===== src/rtl/mux_scan_capture16_pkg.sv =====
// Shared types and defaults for the 16:1 select-mux scan capture block.
package mux_scan_capture16_pkg;

  localparam int unsigned N_CH  = 16;
  localparam int unsigned SEL_W = 4;

  typedef enum logic [1:0] {
    ST_IDLE   = 2'd0,
    ST_SETTLE = 2'd1,
    ST_SAMPLE = 2'd2
  } state_e;

endpackage


===== src/rtl/mux_scan_capture16_settle_timer.sv =====
// Loadable down-counter with a zero flag; paces the settle wait per channel.
module mux_scan_capture16_settle_timer #(
  parameter int unsigned W = 4
) (
  input  logic         clk_i,
  input  logic         rst_n_i,
  input  logic         load_i,
  input  logic [W-1:0] load_val_i,
  input  logic         en_i,
  output logic         zero_o
);

  logic [W-1:0] cnt_q, cnt_d;

  always_comb begin
    cnt_d = cnt_q;
    if (load_i) begin
      cnt_d = load_val_i;
    end else if (en_i && (cnt_q != '0)) begin
      cnt_d = cnt_q - 1'b1;
    end
  end

  always_ff @(posedge clk_i or negedge rst_n_i) begin
    if (!rst_n_i) begin
      cnt_q <= '0;
    end else begin
      cnt_q <= cnt_d;
    end
  end

  assign zero_o = (cnt_q == '0);

endmodule


===== src/rtl/mux_scan_capture16.sv =====
// Scans a remote 16:1 mux by stepping its select, samples f per channel and
// publishes each complete 16-bit frame atomically on w_o.
module mux_scan_capture16
  import mux_scan_capture16_pkg::*;
#(
  parameter int unsigned SETTLE = 1
) (
  input  logic             clk_i,
  input  logic             rst_n_i,
  input  logic             start_i,
  input  logic             cont_i,
  input  logic             abort_i,
  output logic [SEL_W-1:0] s_o,
  input  logic             f_i,
  output logic [N_CH-1:0]  w_o,
  output logic             busy_o,
  output logic             done_o
);

  localparam logic [SEL_W-1:0] LAST_CH   = SEL_W'(N_CH - 1);
  localparam logic [3:0]       SETTLE_LD = (SETTLE > 0) ? 4'(SETTLE - 1) : 4'd0;
  localparam state_e           FIRST_ST  = (SETTLE > 0) ? ST_SETTLE : ST_SAMPLE;

  state_e           state_q;
  logic [SEL_W-1:0] s_q;
  logic [N_CH-2:0]  shadow_q;
  logic [N_CH-1:0]  w_q;
  logic             busy_q, done_q, cont_q;
  logic             tmr_load, tmr_zero;

  // Reload on every entry to a channel; only the SETTLE state consumes it.
  assign tmr_load = !abort_i &&
                    (((state_q == ST_IDLE) && start_i) || (state_q == ST_SAMPLE));

  mux_scan_capture16_settle_timer #(.W(4)) u_settle_timer (
    .clk_i      (clk_i),
    .rst_n_i    (rst_n_i),
    .load_i     (tmr_load),
    .load_val_i (SETTLE_LD),
    .en_i       (state_q == ST_SETTLE),
    .zero_o     (tmr_zero)
  );

  always_ff @(posedge clk_i or negedge rst_n_i) begin
    if (!rst_n_i) begin
      state_q  <= ST_IDLE;
      s_q      <= '0;
      shadow_q <= '0;
      w_q      <= '0;
      busy_q   <= 1'b0;
      done_q   <= 1'b0;
      cont_q   <= 1'b0;
    end else begin
      done_q <= 1'b0;
      if (abort_i) begin
        state_q <= ST_IDLE;
        s_q     <= '0;
        busy_q  <= 1'b0;
      end else begin
        case (state_q)
          ST_IDLE: begin
            if (start_i) begin
              cont_q  <= cont_i;
              busy_q  <= 1'b1;
              s_q     <= '0;
              state_q <= FIRST_ST;
            end
          end
          ST_SETTLE: begin
            if (tmr_zero) state_q <= ST_SAMPLE;
          end
          ST_SAMPLE: begin
            if (s_q != LAST_CH) begin
              shadow_q[s_q] <= f_i;
              s_q           <= s_q + 1'b1;
              state_q       <= FIRST_ST;
            end else begin
              // Last channel bypasses the shadow so w updates in one edge.
              w_q    <= {f_i, shadow_q};
              done_q <= 1'b1;
              s_q    <= '0;
              if (cont_q) begin
                state_q <= FIRST_ST;
              end else begin
                state_q <= ST_IDLE;
                busy_q  <= 1'b0;
              end
            end
          end
          default: begin
            state_q <= ST_IDLE;
            busy_q  <= 1'b0;
          end
        endcase
      end
    end
  end

  assign s_o    = s_q;
  assign w_o    = w_q;
  assign busy_o = busy_q;
  assign done_o = done_q;

endmodule


===== config.mk =====
export PLATFORM = sky130hd
export DESIGN_NAME = mux_scan_capture16
export DESIGN_NICKNAME = d
export VERILOG_FILES = /design/src/rtl/mux_scan_capture16_pkg.sv /design/src/rtl/mux_scan_capture16_settle_timer.sv /design/src/rtl/mux_scan_capture16.sv
export SDC_FILE = /design/constraint.sdc
export NUM_CORES = 1
export LEC_CHECK = 0
export ABC_AREA = 1
export CAP_MARGIN = 20
export CORE_MARGIN = 2
export CORE_UTILIZATION = 58
export DETAILED_ROUTE_END_ITERATION = 10
export PLACE_DENSITY = 0.84
export SYNTH_ARGS = -nofsm -noshare
export SYNTH_HDL_FRONTEND = slang
export SYNTH_SLANG_ARGS = --single-unit

===== constraint.sdc =====
create_clock -name clk_i -period 3.9 [get_ports clk_i]
set_input_delay 0.39 -clock clk_i [delete_from_list [all_inputs] [get_ports clk_i]]
set_output_delay 0.39 -clock clk_i [all_outputs]
set_load 0.01 [all_outputs]

==> impl_metrics.toml <==
[outcome]
outcome = "completed"

[route]
final_antenna_net_count = 0
drc = 0
drtPass1Iterations = 4
drt_iter0_drc = 100
vias = 1640
via_per_inst = 4.94
wire_per_inst_um = 11.3
drt_wl_total_um = 3750

[clock_tree]
clk_path_buf_depth = 2
clockRootBuffer = "clkbuf_4"
cts_tree = "built"
clkTransAtPathRegs_ps = 130
numCtsBuffers = 5
htree_levels = 2
cts.sinks = 44
cts_resized = 0
cts_setup_buffers = 0
insertion_delay_ps = 330
hold_buffers = 0

[synthesis]
synth_edf_count = 0
synth_compound_area_share_pct = 6.51
synth_xor_xnor_area_share_pct = 0.426
synth_fa_ha_area_share_pct = 3.65
yosys.area_share.simple_pct = 29.7
avgSynthCellArea_um2 = 8.06
netlist_area_um2 = 2060
synth_top_cell_by_area = "dfrtp_1"
async_flop_share_pct = 100
yosysSeqAreaShare_pct = 53.6
synth_nets = 267
ys_dominant_reg_cell = "dfrtp_1"
ys_top_cells_by_area = "dfrtp_1, nand2_1, o21ai_0"
synth_mux_area_share_pct = 0
yosysWarningCount = 0
synth_top_area_share_pct = 53.6
ys_types = 22
syn-instance-count = 255
synth_top_family_by_area = "simple AND/OR/NAND/NOR gates"
ys_seq_elements = 44

[power]
vdd_drop_max_mv = 0.292
power.leakage_nw = 1.25
p_per_area_nw_per_um2 = 417

[setup_path]
critPathMaxStageDelay_ps = 590
critical_path_required_ps = 3510
worstPathCellList = "clkdlybuf4s50_1"
r2r_end = "shadow_q[1]"
crit_family = "buffers and inverters"
critPathMaxFanout = 8
critPathSlowestCell = "clkdlybuf4s50_1"
rr_worst_depth = 7
path_buf_inv = 1
end_kind = "primary output"
start_kind = "register"
crit_arrival_ps = 1430
crit_type = "register to primary output"
r2r_start = "s_o[0]"
r2r_setup_slack_ps = 2170

[grt]
grt_use_total_pct = 21.4
grt_pass1_vias = 1592
grt_max_degree = 45
grt_first_pass_wirelength_um = 6820
grt-ovfl-total = 0
antenna_found_initial = 0

[sta]
tns_ps = 0
maxSlewHeadroom_pct = 38.3
slew_viol_final = 0
fin_crit_ps = 1820
rsz0062_at_grt = "no"
fmax_ghz = 0.548
hold_violations = 0
layout_setup_ws_ps = 2080
fin_crit_sh_pct = 46.8
fin_worst_skew_ps = 9.92
setup_viol = 0
timing.hold.ws_ps = 176
tightest_slew_ps = 926

[place]
gp_congestion = 0.874
port_buffers = 27
place_area_um2 = 2340
hpwl_um = 2770
place_ws_ps = 1920

[die]
pin_count = 28
core-area_um2 = 3360
die_y_um = 63.5
initial_core_util_pct = 61.1
rows = 21
dieArea_um2 = 4040
dieWidth_um = 63.5

[final_layout]
multi_input_area_um2 = 828
n_antenna_cell = 0
area_delta_synth_final_pct = 17.7
layout-drive-gt1-share_pct = 4.90
nets = 297
fin_area_um2 = 2420
seq_area_um2 = 1100
n_fill_cell = 288

[run]
drv_cap = 0

[worst_hold_path]
hp-class = "input port to async pin"
power by group:
group | switching, mW | internal, mW | leakage, nW
registers | 0.0327 | 0.494 | 0.605
logic | 0.136 | 0.0758 | 0.599
clock network | 0.135 | 0.135 | 0.0422
state kept, by name, indices dropped and copies added, names as in the netlist:
register              cells
busy_o                    1
s_o                       4
state_q                   2
cont_q                    1
w_o                      16
u_settle_timer.cnt_q      4
done_o                    1
shadow_q                 15
through the flow:
stage | instances | power, mW | util (%)
floorplan | 255 | 0.682 | -
global placement | 324 | 0.735 | 69.7
detailed placement | 324 | 0.743 | 69.7
CTS | 332 | 1.01 | 71.9
global route | 332 | 1.08 | 71.9
finish | 332 | 1.01 | 71.9
cell families (layout without fill, tap and decap cells):
family	Yosys count	in the layout
buffers and inverters	27	58
AND/OR/NAND/NOR	151	151
XOR/XNOR	1	1
AO/OA/AOI/OAI	26	26
adder cells (fa/ha/maj)	6	6
flip-flops	44	44
cell usage after synthesis (2+ instances only):
| master | n |
|---|---|
| dfrtp_1 | 44 |
| ha_1 | 6 |
| inv_1 | 22 |
| nand2_1 | 110 |
| nand3_1 | 7 |
| nand4_1 | 5 |
| nor2_1 | 24 |
| nor2_2 | 2 |
| o21ai_0 | 19 |
| o21ai_1 | 4 |
cells in the final DEF (no fill, tap or decap):
cell and count:
nand2_1 110, dfrtp_1 44, clkdlybuf4s50_1 26, nor2_1 24, inv_1 22, o21ai_0 19, nand3_1 7, ha_1 6
nand4_1 5, clkbuf_4 5, o21ai_1 4, nor2_2 2, nand2_2 1, nor2_4 1, nand2_4 1, inv_6 1
a21oi_1 1, a21boi_0 1, xor2_1 1, o22ai_1 1, bufinv_16 1, clkbuf_1 1, clkinv_2 1, buf_2 1
cell type report:
type | count | area share (%)
well taps | 46 | 2.38
multi-input cells | 184 | 34.2
repair buffers | 27 | 11.0
clock inverters | 2 | 1.45
clock buffers | 6 | 1.71
flip-flops and latches | 44 | 45.5
inverters | 23 | 3.77
worst max-delay path by stage:
stage / from / to / slack [ps] / depth (start not counted)
floorplan: s_o[0] / shadow_q[13] / 2450 / 8
CTS: s_o[2] / s_o[2] / 2040 / 1
detailed placement: abort_i / shadow_q[1] / 1920 / 7
global placement: abort_i / shadow_q[1] / 1980 / 7
finish: s_o[2] / s_o[2] / 2080 / 1
global route: s_o[0] / shadow_q[2] / 1990 / 7
layer usage:
metal,global-route usage [%],wire [um],vias up
li1,-,-,854
met1,27.1,1750,744
met2,35.8,1840,36
met3,5.18,119,6
met4,7.88,49,0
met5,0,0,-
Power figures use the tool's default switching activity.
